### src/rtl/issue_queue_pkg.sv
// Shared definitions for the issue queue: payload field layout and the
// write-back port slicing helper used by every queue that snoops wakeups.
package issue_queue_pkg;

  localparam int UOP_W        = 7;
  localparam int WB_FLAT_MAX  = 256;
  localparam int WB_SLICE_MAX = 32;

  localparam int DEF_WIDTH_REG = 5;
  localparam int DEF_WIDTH_TAG = 5;
  localparam int DEF_WIDTH_BRM = 3;

  // Payload layout, LSB first: RS1, RS2, RDst, tag, BrMask, UOPCode
  function automatic int pay_width(input int w_reg, input int w_tag, input int w_brm);
    return UOP_W + w_brm + w_tag + 3 * w_reg;
  endfunction

  function automatic int off_rs1(input int w_reg);
    return 0 * w_reg;
  endfunction

  function automatic int off_rs2(input int w_reg);
    return w_reg;
  endfunction

  function automatic int off_rdst(input int w_reg);
    return 2 * w_reg;
  endfunction

  function automatic int off_tag(input int w_reg);
    return 3 * w_reg;
  endfunction

  function automatic int off_brm(input int w_reg, input int w_tag);
    return 3 * w_reg + w_tag;
  endfunction

  function automatic int off_uop(input int w_reg, input int w_tag, input int w_brm);
    return 3 * w_reg + w_tag + w_brm;
  endfunction

  localparam int WIDTH_PAY = pay_width(DEF_WIDTH_REG, DEF_WIDTH_TAG, DEF_WIDTH_BRM);

  // Port k of a flattened wakeup bus sits at bits [(k+1)*w-1 : k*w]
  function automatic logic [WB_SLICE_MAX-1:0] wb_slice(input logic [WB_FLAT_MAX-1:0] flat,
                                                       input int k, input int w);
    logic [WB_FLAT_MAX-1:0] shifted;
    shifted = flat >> (k * w);
    return shifted[WB_SLICE_MAX-1:0] & ((WB_SLICE_MAX'(1) << w) - WB_SLICE_MAX'(1));
  endfunction

endpackage

### src/rtl/issue_queue_if.sv
// Dispatch, wakeup, branch-resolution and issue signals of the issue queue.
interface issue_queue_if #(
  parameter int WIDTH_REG = 5,
  parameter int WIDTH_TAG = 5,
  parameter int WIDTH_BRM = 3,
  parameter int DEPTH     = 8,
  parameter int NWB       = 4
);
  import issue_queue_pkg::*;

  localparam int WIDTH_PAY = pay_width(WIDTH_REG, WIDTH_TAG, WIDTH_BRM);
  localparam int WIDTH_CNT = $clog2(DEPTH + 1);

  logic                     i_flush;
  logic                     i_dis_val;
  logic [WIDTH_PAY-1:0]     i_dis_data;
  logic                     i_dis_p1;
  logic                     i_dis_p2;
  logic                     o_dis_rdy;
  logic [NWB-1:0]           i_wb_val;
  logic [NWB*WIDTH_REG-1:0] i_wb_dst;
  logic [WIDTH_BRM-1:0]     i_br_kill;
  logic [WIDTH_BRM-1:0]     i_br_clr;
  logic                     o_iss_val;
  logic [WIDTH_PAY-1:0]     o_iss_data;
  logic                     i_iss_rdy;
  logic [WIDTH_CNT-1:0]     o_count;

  modport master (
    output i_flush, i_dis_val, i_dis_data, i_dis_p1, i_dis_p2,
           i_wb_val, i_wb_dst, i_br_kill, i_br_clr, i_iss_rdy,
    input  o_dis_rdy, o_iss_val, o_iss_data, o_count
  );

  modport slave (
    input  i_flush, i_dis_val, i_dis_data, i_dis_p1, i_dis_p2,
           i_wb_val, i_wb_dst, i_br_kill, i_br_clr, i_iss_rdy,
    output o_dis_rdy, o_iss_val, o_iss_data, o_count
  );

endinterface

### src/rtl/iq_slot.sv
// One issue-queue entry: payload, source-ready bits, wakeup compare,
// branch kill/clear and the per-entry issue request.
module iq_slot
  import issue_queue_pkg::*;
#(
  parameter int WIDTH_REG = 5,
  parameter int WIDTH_TAG = 5,
  parameter int WIDTH_BRM = 3,
  parameter int NWB       = 4
) (
  input  logic                                            clk,
  input  logic                                            rst_n,
  input  logic                                            flush,
  input  logic [WIDTH_BRM-1:0]                            br_kill,
  input  logic [WIDTH_BRM-1:0]                            br_clr,
  input  logic [NWB-1:0]                                  wb_val,
  input  logic [NWB*WIDTH_REG-1:0]                        wb_dst,
  input  logic                                            wr_en,
  input  logic [pay_width(WIDTH_REG,WIDTH_TAG,WIDTH_BRM)-1:0] wr_data,
  input  logic                                            wr_p1,
  input  logic                                            wr_p2,
  input  logic                                            iss_en,
  output logic                                            valid,
  output logic                                            valid_next,
  output logic                                            req,
  output logic                                            killed,
  output logic [pay_width(WIDTH_REG,WIDTH_TAG,WIDTH_BRM)-1:0] payload
);

  localparam int WP     = pay_width(WIDTH_REG, WIDTH_TAG, WIDTH_BRM);
  localparam int RS1_LO = off_rs1(WIDTH_REG);
  localparam int RS2_LO = off_rs2(WIDTH_REG);
  localparam int BRM_LO = off_brm(WIDTH_REG, WIDTH_TAG);

  logic          p1, p2;
  logic          hit1, hit2, kill_hit;
  logic [WP-1:0] src, new_pay;

  // A dispatching entry compares wakeups against its incoming sources (bypass)
  assign src = wr_en ? wr_data : payload;

  always_comb begin
    logic [WIDTH_REG-1:0] dst_k;
    hit1  = 1'b0;
    hit2  = 1'b0;
    dst_k = '0;
    for (int k = 0; k < NWB; k++) begin
      dst_k = WIDTH_REG'(wb_slice(WB_FLAT_MAX'(wb_dst), k, WIDTH_REG));
      if (wb_val[k] && dst_k == src[RS1_LO +: WIDTH_REG]) hit1 = 1'b1;
      if (wb_val[k] && dst_k == src[RS2_LO +: WIDTH_REG]) hit2 = 1'b1;
    end
  end

  assign kill_hit = |(src[BRM_LO +: WIDTH_BRM] & br_kill);
  assign killed   = valid & kill_hit;
  assign req      = valid & p1 & p2 & ~|(payload[BRM_LO +: WIDTH_BRM] & br_kill);

  always_comb begin
    valid_next = valid;
    if (flush)         valid_next = 1'b0;
    else if (kill_hit) valid_next = 1'b0;
    else if (iss_en)   valid_next = 1'b0;
    else if (wr_en)    valid_next = 1'b1;
  end

  always_comb begin
    new_pay = src;
    new_pay[BRM_LO +: WIDTH_BRM] = src[BRM_LO +: WIDTH_BRM] & ~br_clr;
  end

  always_ff @(posedge clk or negedge rst_n) begin
    if (!rst_n) begin
      valid <= 1'b0;
      p1    <= 1'b0;
      p2    <= 1'b0;
    end else begin
      valid <= valid_next;
      p1    <= wr_en ? (wr_p1 | hit1) : (p1 | hit1);
      p2    <= wr_en ? (wr_p2 | hit2) : (p2 | hit2);
    end
  end

  always_ff @(posedge clk) begin
    payload <= new_pay;
  end

endmodule

### src/rtl/issue_queue.sv
// N-entry out-of-order issue queue: lowest-free-slot dispatch, age-matrix
// oldest-ready select, one issue per cycle through a valid/ready handshake.
module issue_queue
  import issue_queue_pkg::*;
#(
  parameter int WIDTH_REG = 5,
  parameter int WIDTH_TAG = 5,
  parameter int WIDTH_BRM = 3,
  parameter int DEPTH     = 8,
  parameter int NWB       = 4
) (
  input  logic        i_clk,
  input  logic        i_rst_n,
  issue_queue_if.slave bus
);

  localparam int WP        = pay_width(WIDTH_REG, WIDTH_TAG, WIDTH_BRM);
  localparam int WIDTH_CNT = $clog2(DEPTH + 1);
  localparam int BRM_LO    = off_brm(WIDTH_REG, WIDTH_TAG);

  logic [DEPTH-1:0]     valid, valid_next, req, killed, sel, wr_en, iss_en;
  logic [WP-1:0]        pay [DEPTH];
  logic [DEPTH-1:0]     age [DEPTH];
  logic                 dis_fire, iss_fire;
  logic [WP-1:0]        sel_pay, iss_data;
  logic [WIDTH_CNT-1:0] count, cnt_next;

  for (genvar g = 0; g < DEPTH; g++) begin : g_slot
    iq_slot #(
      .WIDTH_REG(WIDTH_REG),
      .WIDTH_TAG(WIDTH_TAG),
      .WIDTH_BRM(WIDTH_BRM),
      .NWB      (NWB)
    ) u_slot (
      .clk       (i_clk),
      .rst_n     (i_rst_n),
      .flush     (bus.i_flush),
      .br_kill   (bus.i_br_kill),
      .br_clr    (bus.i_br_clr),
      .wb_val    (bus.i_wb_val),
      .wb_dst    (bus.i_wb_dst),
      .wr_en     (wr_en[g]),
      .wr_data   (bus.i_dis_data),
      .wr_p1     (bus.i_dis_p1),
      .wr_p2     (bus.i_dis_p2),
      .iss_en    (iss_en[g]),
      .valid     (valid[g]),
      .valid_next(valid_next[g]),
      .req       (req[g]),
      .killed    (killed[g]),
      .payload   (pay[g])
    );
  end

  // Full-ness comes from registered state only, so an issue cannot make room this cycle
  assign bus.o_dis_rdy = ~&valid;
  assign dis_fire      = bus.i_dis_val & ~&valid & ~bus.i_flush;

  always_comb begin
    logic found;
    wr_en = '0;
    found = 1'b0;
    for (int i = 0; i < DEPTH; i++) begin
      if (!valid[i] && !found) begin
        wr_en[i] = dis_fire;
        found    = 1'b1;
      end
    end
  end

  always_comb begin
    sel     = '0;
    sel_pay = '0;
    for (int i = 0; i < DEPTH; i++) begin
      sel[i] = req[i] & ~|(req & age[i]);
      if (sel[i]) sel_pay = sel_pay | pay[i];
    end
  end

  always_comb begin
    iss_data = sel_pay;
    iss_data[BRM_LO +: WIDTH_BRM] = sel_pay[BRM_LO +: WIDTH_BRM] & ~bus.i_br_clr;
  end

  assign bus.o_iss_val  = |req;
  assign bus.o_iss_data = iss_data;
  assign iss_fire       = (|req) & bus.i_iss_rdy;
  assign iss_en         = sel & {DEPTH{iss_fire}};

  // New entry is younger than every survivor; nobody is younger than it yet
  always_ff @(posedge i_clk or negedge i_rst_n) begin
    if (!i_rst_n) begin
      for (int i = 0; i < DEPTH; i++) age[i] <= '0;
    end else begin
      for (int i = 0; i < DEPTH; i++) begin
        if (wr_en[i]) age[i] <= valid & ~(iss_en | killed);
        else          age[i] <= age[i] & ~wr_en;
      end
    end
  end

  always_comb begin
    cnt_next = '0;
    for (int i = 0; i < DEPTH; i++) cnt_next = cnt_next + WIDTH_CNT'(valid_next[i]);
  end

  always_ff @(posedge i_clk or negedge i_rst_n) begin
    if (!i_rst_n) count <= '0;
    else          count <= cnt_next;
  end

  assign bus.o_count = count;

endmodule

### src/flat_wrapper.sv
// flat-port wrapper written by rule: the top's interface ports become plain ports
module issue_queue_flat import issue_queue_pkg::*;
#(
  parameter int WIDTH_REG = 5,
  parameter int WIDTH_TAG = 5,
  parameter int WIDTH_BRM = 3,
  parameter int DEPTH     = 8,
  parameter int NWB       = 4
)
  (i_clk, i_rst_n, bus_i_flush, bus_i_dis_val, bus_i_dis_data, bus_i_dis_p1, bus_i_dis_p2, bus_i_wb_val, bus_i_wb_dst, bus_i_br_kill, bus_i_br_clr, bus_i_iss_rdy, bus_o_dis_rdy, bus_o_iss_val, bus_o_iss_data, bus_o_count);
  issue_queue_if #(.WIDTH_REG(WIDTH_REG), .WIDTH_TAG(WIDTH_TAG), .WIDTH_BRM(WIDTH_BRM), .DEPTH(DEPTH), .NWB(NWB)) bus_i ();
  input  logic i_clk;
  input  logic i_rst_n;
  input wire logic [$bits(bus_i.i_flush)-1:0] bus_i_flush;
  input wire logic [$bits(bus_i.i_dis_val)-1:0] bus_i_dis_val;
  input wire logic [$bits(bus_i.i_dis_data)-1:0] bus_i_dis_data;
  input wire logic [$bits(bus_i.i_dis_p1)-1:0] bus_i_dis_p1;
  input wire logic [$bits(bus_i.i_dis_p2)-1:0] bus_i_dis_p2;
  input wire logic [$bits(bus_i.i_wb_val)-1:0] bus_i_wb_val;
  input wire logic [$bits(bus_i.i_wb_dst)-1:0] bus_i_wb_dst;
  input wire logic [$bits(bus_i.i_br_kill)-1:0] bus_i_br_kill;
  input wire logic [$bits(bus_i.i_br_clr)-1:0] bus_i_br_clr;
  input wire logic [$bits(bus_i.i_iss_rdy)-1:0] bus_i_iss_rdy;
  output wire logic [$bits(bus_i.o_dis_rdy)-1:0] bus_o_dis_rdy;
  output wire logic [$bits(bus_i.o_iss_val)-1:0] bus_o_iss_val;
  output wire logic [$bits(bus_i.o_iss_data)-1:0] bus_o_iss_data;
  output wire logic [$bits(bus_i.o_count)-1:0] bus_o_count;
  assign bus_i.i_flush = bus_i_flush;
  assign bus_i.i_dis_val = bus_i_dis_val;
  assign bus_i.i_dis_data = bus_i_dis_data;
  assign bus_i.i_dis_p1 = bus_i_dis_p1;
  assign bus_i.i_dis_p2 = bus_i_dis_p2;
  assign bus_i.i_wb_val = bus_i_wb_val;
  assign bus_i.i_wb_dst = bus_i_wb_dst;
  assign bus_i.i_br_kill = bus_i_br_kill;
  assign bus_i.i_br_clr = bus_i_br_clr;
  assign bus_i.i_iss_rdy = bus_i_iss_rdy;
  assign bus_o_dis_rdy = bus_i.o_dis_rdy;
  assign bus_o_iss_val = bus_i.o_iss_val;
  assign bus_o_iss_data = bus_i.o_iss_data;
  assign bus_o_count = bus_i.o_count;
  issue_queue #(.WIDTH_REG(WIDTH_REG), .WIDTH_TAG(WIDTH_TAG), .WIDTH_BRM(WIDTH_BRM), .DEPTH(DEPTH), .NWB(NWB)) u_core (.i_clk(i_clk), .i_rst_n(i_rst_n), .bus(bus_i));
endmodule
### config.mk
export PLATFORM = sky130hd
export DESIGN_NAME = issue_queue_flat
export DESIGN_NICKNAME = d
export VERILOG_FILES = /design/src/rtl/issue_queue_pkg.sv /design/src/rtl/issue_queue_if.sv /design/src/rtl/iq_slot.sv /design/src/rtl/issue_queue.sv /design/src/flat_wrapper.sv
export SDC_FILE = /design/constraint.sdc
export NUM_CORES = 1
export LEC_CHECK = 0
export CAP_MARGIN = 20
export CORE_UTILIZATION = 37
export CTS_CLUSTER_DIAMETER = 60
export DETAILED_ROUTE_END_ITERATION = 8
export PLACE_DENSITY = 0.51
export SETUP_SLACK_MARGIN = 0.1
export SLEW_MARGIN = 20
export SYNTH_ARGS = -nofsm -noshare
export SYNTH_HDL_FRONTEND = slang
export SYNTH_HIERARCHICAL = 1
export SYNTH_SLANG_ARGS = --single-unit
### constraint.sdc
create_clock -name i_clk -period 6.5 [get_ports i_clk]
set_input_delay 1.625 -clock i_clk [delete_from_list [all_inputs] [get_ports i_clk]]
set_output_delay 1.625 -clock i_clk [all_outputs]
set_load 0.01 [all_outputs]
## Word level (Yosys, flattened, before mapping)

Cells that the tools add are included.

| word-level totals | value |
|---|---|
| flip-flop bits (word level) | 332 |
| word-level logic and storage cells | 528 |
| output and inout bits | 36 |

| cells by class | value |
|---|---|
| bitwise operators | 130 |
| multiplexer cells | 151 |
| reduce and logical (&&, ||, !) cells | 127 |
| $add $sub $neg | 7 |
| eq/ne operators | 64 |

Operators by type and width:

| operator | count |
|---|---|
| 5-bit == test | 64 |
| 30-bit two-way mux | 8 |
| 30-bit bitwise OR | 7 |
| 23-bit two-way mux | 8 |
| 8-bit bitwise AND | 18 |
| 1-bit two-way mux | 127 |
| 3-bit bitwise AND | 25 |
| 8-bit OR reduction | 9 |
| 1-bit logical AND | 71 |
| 8-bit two-way mux | 8 |
| 3-bit OR reduction | 16 |
| 1-bit bitwise AND | 43 |
| 1-bit bitwise OR | 32 |
| 1-bit logical NOT | 30 |
| 4-bit by 1-bit adder with 4-bit output | 6 |
| 8-bit inverter | 2 |
| 8-bit bitwise OR | 1 |
| 8-bit AND reduction | 1 |
| 3-bit inverter | 1 |
| 1-bit by 1-bit adder with 2-bit output | 1 |
| 1-bit inverter | 1 |

## Depth between registers and ports, before layout

| logic depth | value |
|---|---|
| depth in word-level cells | 30 |
| depth in mapped cells | 19 |
| gate-level depth less buffers | 16 |

## By module

Netlist, hierarchy kept.

By module, submodules not included:

| module | cells each | instances | seq. area each (um^2) | area an instance (um^2) |
|---|---|---|---|---|
| iq_slot | 130 | 8 | 845.8 | 1669.1 |
| issue_queue | 481 | 1 | 1701.6 | 4565.6 |

## Worst setup path after synthesis

Ideal clock, no wire load.

| timing path | value |
|---|---|
| path kind | input-to-reg |
| from | input port bus_i_flush |
| to | register u_core.count[2], in the netlist u_core/bus.o_count[2] |
| path slack | 0.198 ns |
| stages | 19 |
| path buffers | 3 |
| arrival time | 6.180 ns |
| cell sequence | nand2b_4 -> or3_1 -> clkbuf_1 -> inv_1 -> buf_6 -> buf_12 -> mux2_2 -> nand2_1 -> o221ai_1 -> nor4_1 -> fa_1 -> inv_1 -> fa_1 -> fa_1 -> inv_1 -> ha_1 -> inv_1 -> fa_1 -> xnor2_1 |

RTL lines:

| element | RTL line | text |
|---|---|---|
| start: declaration | flat_wrapper.sv:14 | `input wire logic [$bits(bus_i.i_flush)-1:0] bus_i_flush;` |
| 1-bit inverter * | issue_queue.sv:57 | `assign dis_fire = bus.i_dis_val & ~&valid & ~bus.i_flush;` |
| 1-bit bitwise AND * | issue_queue.sv:57 |  |
| 1-bit two-way mux * | issue_queue.sv:64 | `if (!valid[i] && !found) begin` |
| via u_core.wr_en[3] | issue_queue.sv:21 | `logic [DEPTH-1:0] valid, valid_next, req, killed, sel, wr_en, iss_en;` |
| 23-bit two-way mux | iq_slot.sv:40 | `assign src = wr_en ? wr_data : payload;` |
| 3-bit bitwise AND | iq_slot.sv:54 | `assign kill_hit = \|(src[BRM_LO +: WIDTH_BRM] & br_kill);` |
| 3-bit OR reduction | iq_slot.sv:54 |  |
| 1-bit two-way mux * | iq_slot.sv:61 | `else if (kill_hit) valid_next = 1'b0;` |
| 1-bit two-way mux * | iq_slot.sv:60 | `if (flush) valid_next = 1'b0;` |
| via u_core.valid_next[3] | issue_queue.sv:21 |  |
| 4-bit by 1-bit adder with 4-bit output * (5 in series) | issue_queue.sv:104 | `for (int i = 0; i < DEPTH; i++) cnt_next = cnt_next + WIDTH_CNT'(valid_next[i]);` |
| via u_core.cnt_next[2] | issue_queue.sv:26 | `logic [WIDTH_CNT-1:0] count, cnt_next;` |
| end signal: assignment | issue_queue.sv:109 | `else count <= cnt_next;` |
| end: declaration | issue_queue.sv:26 |  |

Mark *: on every way through the listed nets, which the timed path passes. The rest lies on a longest branch.
A chain may end at the register's enable or synchronous reset.

## Worst setup path after layout

| timing path | value |
|---|---|
| from | input port bus_i_br_kill[0] |
| to | output port bus_o_iss_data[1] |

| on the way | value |
|---|---|
| cells in the longest elaborated chain, start to end | 23 |

Ends and longest elaborated chain:

| element | RTL line | text |
|---|---|---|
| start: declaration | flat_wrapper.sv:21 | `input wire logic [$bits(bus_i.i_br_kill)-1:0] bus_i_br_kill;` |
| 3-bit bitwise AND * | iq_slot.sv:56 | `assign req = valid & p1 & p2 & ~\|(payload[BRM_LO +: WIDTH_BRM] & br_kill);` |
| 3-bit OR reduction * | iq_slot.sv:56 |  |
| 1-bit logical NOT * | iq_slot.sv:56 |  |
| 1-bit bitwise AND * | iq_slot.sv:56 |  |
| via u_core.req[7] | issue_queue.sv:21 |  |
| 8-bit bitwise AND | issue_queue.sv:75 | `sel[i] = req[i] & ~\|(req & age[i]);` |
| 8-bit OR reduction | issue_queue.sv:75 |  |
| 1-bit logical NOT | issue_queue.sv:75 |  |
| (+8 left out) | n/a |  |
| 30-bit bitwise OR | issue_queue.sv:76 | `if (sel[i]) sel_pay = sel_pay \| pay[i];` |
| 30-bit two-way mux | issue_queue.sv:76 |  |
| 30-bit bitwise OR | issue_queue.sv:76 |  |
| 30-bit two-way mux | issue_queue.sv:76 |  |
| 30-bit bitwise OR | issue_queue.sv:76 |  |
| 30-bit two-way mux | issue_queue.sv:76 |  |
| 30-bit bitwise OR | issue_queue.sv:76 |  |
| 30-bit two-way mux * | issue_queue.sv:76 |  |
| end: declaration | flat_wrapper.sv:26 | `output wire logic [$bits(bus_i.o_iss_data)-1:0] bus_o_iss_data;` |

Marks and branches as above.

==> summary.md <==
| Metric | Value |
|---|---|
| Total global routing track utilization | 23.8% |
| First-pass GRT wire length | 87900 um |
| Outcome | completed |
| Clk_lat worst skew | 0.57 ns |
| CTS clock-pin slew for the worst setup and hold paths | 0.06 ns |
| Cell variety after synth | 51 |
| Mapped Cells | 1521 |
| Final Cycle Share | 98.7% |
| Critical Path AT | 4.79 ns |
| Worst vdd ir | 157 uV |
| RSZ-0062 raised after global routing | true |
| Worst Setup SP | bus_i_br_kill[0] |
| Worst min path class | register to register |
| Pin count of the biggest net entering global routing | 57 |
| CP max FO | 10 |
| Drt pass-1 iters | 8 |
| Layout cells sized above 1 | 19.1% |
| Die ar. | 49300 um2 |
| Clock skew | 0.0239 ns |
| Synth Cell Area | 17900 um2 |
| Num rows | 80 |
| # setup viols final | 0 |
| Final hold slack | ~0.5 ns |
| GR Overflow Total | 0 |
| Seq/Total Area, Yosys | 47.3% |
| Slowest Stage Delay on Critical Path | about 0.6 ns |
| Core ar. | 47700 um2 |
| Leak | 7.96 nW |
| Die W | around 220 um |
| Slew Viols, Final | 0 |
| CTS tree | done |
| I/O pin total | between 100 and 150 |
| Vias per cell | between 5 and 6 |
| Final Critical Period | around 6.4 ns |
| Cell-by-cell listing of the critical path | clkdlybuf4s50_1 > buf_4 > a222oi_1 > and4_1 > buf_12 > a22oi_1 > nand3_1 > a2111oi_4 > buf_4 > buf_12 > a222oi_1 > nand3_1 > dlygate4sd2_1 |
| Initial Util | between 30% and 40% |
| Largest delay share family, worst path | buffers and inverters |
| Number of fillers in the final layout | 4385 |
| Mapped Nets | 1595 |
| Total negative slack | 0 ns |
| Final Net Count | about 1800 |
| Total CTS buffers | 41 |
| Crit path capture type | output pin |
| Cts hold-fix bufs | 0 |
| PwrDens | 255 nW/um2 |
| DR WL/cell | around 25 um |
| DRC violation count after routing | 0 |
| Required @ worst endpoint | approximately 4.9 ns |
| Routability cong. | roughly 0.89 |
| H-tree depth | 2 |
| Synthesized area per cell | about 12 um2 |
| Worst-case clock buffer depth | 3 |
| Post-layout util | between 40 and 50% |
| Worst slew pin tran | 0.966 ns |
| Final WL | 58700 um |
| Slowest-stage cell, CP | a222oi_1 |
| RR Startpoint | u_core/g_slot[7].u_slot/payload[20]$_DFF_P_ |
| Slew HR | 35.4% |
| Area Overhead vs Synth | 19.5% |
| CTS sink cnt | about 330 |
| Fmax | between 150 and 200 MHz |
| Die Ht | 222 um |
| Worst Path Buf+Inv | 6 |
| Most used DFF post-synth | edfxtp_1 |
| Port buffer count | 102 |
| Number of global-route vias before repair | 13300 |
| Synth warn | 6 |
| Initial antenna violation count | 0 |
| Ys async rst share | 27.7% |
| N_diodes | 0 |
| CTS root buf | clkbuf_16 |
| Number of DRC markers in iteration 0 | 1233 |
| Fin. Hold Viols | 0 |
| WS Path Type | input pin to output pin |
| Routed vias | 13100 |
| Antenna-violating nets left | 0 |
| Detailed Place HPWL | 38500 um |
| Max-cap violations | 0 |
| Startpoint types | input pin |
| Yosys reg bits | around 330 |
| Post-synth EDFFs | 136 |
[synthesized netlist by cell type (6+ instances only)]
| cell | n | area [um2] |
|---|---|---|
| a211o_2 | 6 | 60.1 |
| a222oi_1 | 68 | 681 |
| a22oi_1 | 54 | 405 |
| a31oi_1 | 19 | 119 |
| and2_1 | 16 | 100 |
| and2_2 | 8 | 60.1 |
| and4_1 | 8 | 70.1 |
| buf_12 | 8 | 160 |
| buf_2 | 10 | 50.1 |
| buf_6 | 14 | 158 |
| clkbuf_1 | 28 | 105 |
| dfrtp_1 | 92 | 2300 |
| dfxtp_1 | 104 | 2080 |
| edfxtp_1 | 136 | 4080 |
| inv_1 | 125 | 469 |
| mux2_2 | 24 | 270 |
| mux2i_1 | 16 | 160 |
| mux2i_2 | 56 | 771 |
| mux2i_4 | 24 | 541 |
| nand2_1 | 22 | 82.6 |
| nand3_1 | 128 | 641 |
| nand4_1 | 16 | 100 |
| nor2_1 | 32 | 120 |
| nor2b_1 | 9 | 56.3 |
| nor4_1 | 56 | 350 |
| nor4_2 | 16 | 200 |
| o21ai_0 | 39 | 195 |
| o21ai_2 | 6 | 52.6 |
| o221ai_1 | 8 | 70.1 |
| or3_1 | 7 | 43.8 |
| xnor2_1 | 257 | 2250 |
| xor2_1 | 64 | 561 |
[final timing paths]
kind	end	slack, ns	cells after the start
min reg2reg	register	0.50	1
max in group asynchronous	u_core/age[47]$_DFF_PN0_	4.26	2
min	register	0.50	1
min in group asynchronous	u_core/g_slot[0].u_slot/p1$_DFF_PN0_	1.07	1
max reg2reg	u_core/bus.o_count[2]$_DFF_PN0_	1.74	17
max	bus_o_iss_data[1]	0.08	13
[registers in the layout (all words and copies together) (netlist names), named ones only]
signal / flops
u_core/g_slot.u_slot/p1: 8
u_core/g_slot.u_slot/p2: 8
u_core/age: 56
u_core/g_slot.u_slot/payload: 240
u_core/bus.o_count: 4
u_core/g_slot.u_slot/valid: 8
[cell usage in the layout, fill, tap and decap left out, types with 27 or more instances in the layout]
cell and n:
clkdlybuf4s50_1 71, nor4_1 56, a22oi_1 54, buf_4 68, nor2_1 27, dfrtp_1 92
a222oi_1 68, o21ai_0 39, xor2_1 64, nand3_1 127, clkbuf_16 44, edfxtp_1 136
inv_1 118, mux2i_2 56, dfxtp_1 104, xnor2_1 257
[worst register-to-register path, cell delays in order (launching register included)]
cell	delay (ns)
dfxtp_1	0.33
a222oi_1	0.59
and4_1	0.35
buf_12	0.14
a22oi_1	0.07
nand4b_1	0.17
nor2_4	0.08
and2_2	0.17
nor4_1	0.46
fa_1	0.49
inv_1	0.07
fa_1	0.42
fa_1	0.43
inv_1	0.06
ha_1	0.15
inv_1	0.07
fa_1	0.44
xnor2_1	0.14
[layout make-up]
type | count | area [um2] | area share (%)
multi-input cells | 997 | 8490 | 39.7
flip-flops and latches | 332 | 8470 | 39.5
repair buffers | 189 | 1860 | 8.69
clock buffers | 56 | 1190 | 5.54
well taps | 615 | 769 | 3.59
inverters | 126 | 473 | 2.21
clock inverters | 17 | 166 | 0.777
[cells by family (layout without fill, tap and decap cells)]
kind of cell | Yosys count | in the layout | share of synthesized area, %
multiplexers | 120 | 120 | 9.72
AND/OR/NAND/NOR | 332 | 332 | 11.0
buffers and inverters | 192 | 388 | 5.61
AO/OA/AOI/OAI | 217 | 217 | 10.1
adder cells (fa/ha/maj) | 7 | 7 | 0.656
XOR/XNOR | 321 | 321 | 15.7
flip-flops | 332 | 332 | 47.3
[where the power goes]
| part | total [mW] | leakage [nW] | internal [mW] | switching [mW] |
|---|---|---|---|---|
| logic | 0.810 | 4.04 | 0.358 | 0.452 |
| registers | 2.35 | 3.26 | 2.27 | 0.0792 |
| clock network | 2.29 | 0.666 | 1.37 | 0.927 |
[timing repair]
action	4_1_cts	5_1_grt
setup buffers	1	1
pin swaps	16	22
gates resized for setup	32	19
setup endpoints to repair	30	13
[metrics by stage]
stage,worst slack (ns),instance area (um2),power (mW),cells
finish,0.0842,21400,5.45,2332
global placement,-0.152,20100,3.19,2257
floorplan,0.198,17900,2.87,1521
CTS,0.106,21400,5.49,2331
detailed placement,-0.106,20100,3.20,2257
global route,0.0247,21400,5.65,2332
[routing by layer]
metal	routed length (um)	global-route usage, %
met1	25900	32.7
met2	27300	38.5
met3	3890	3.74
met4	1500	7.30
met5	0	0
No activity file was read; power rests on OpenSTA's default activity.
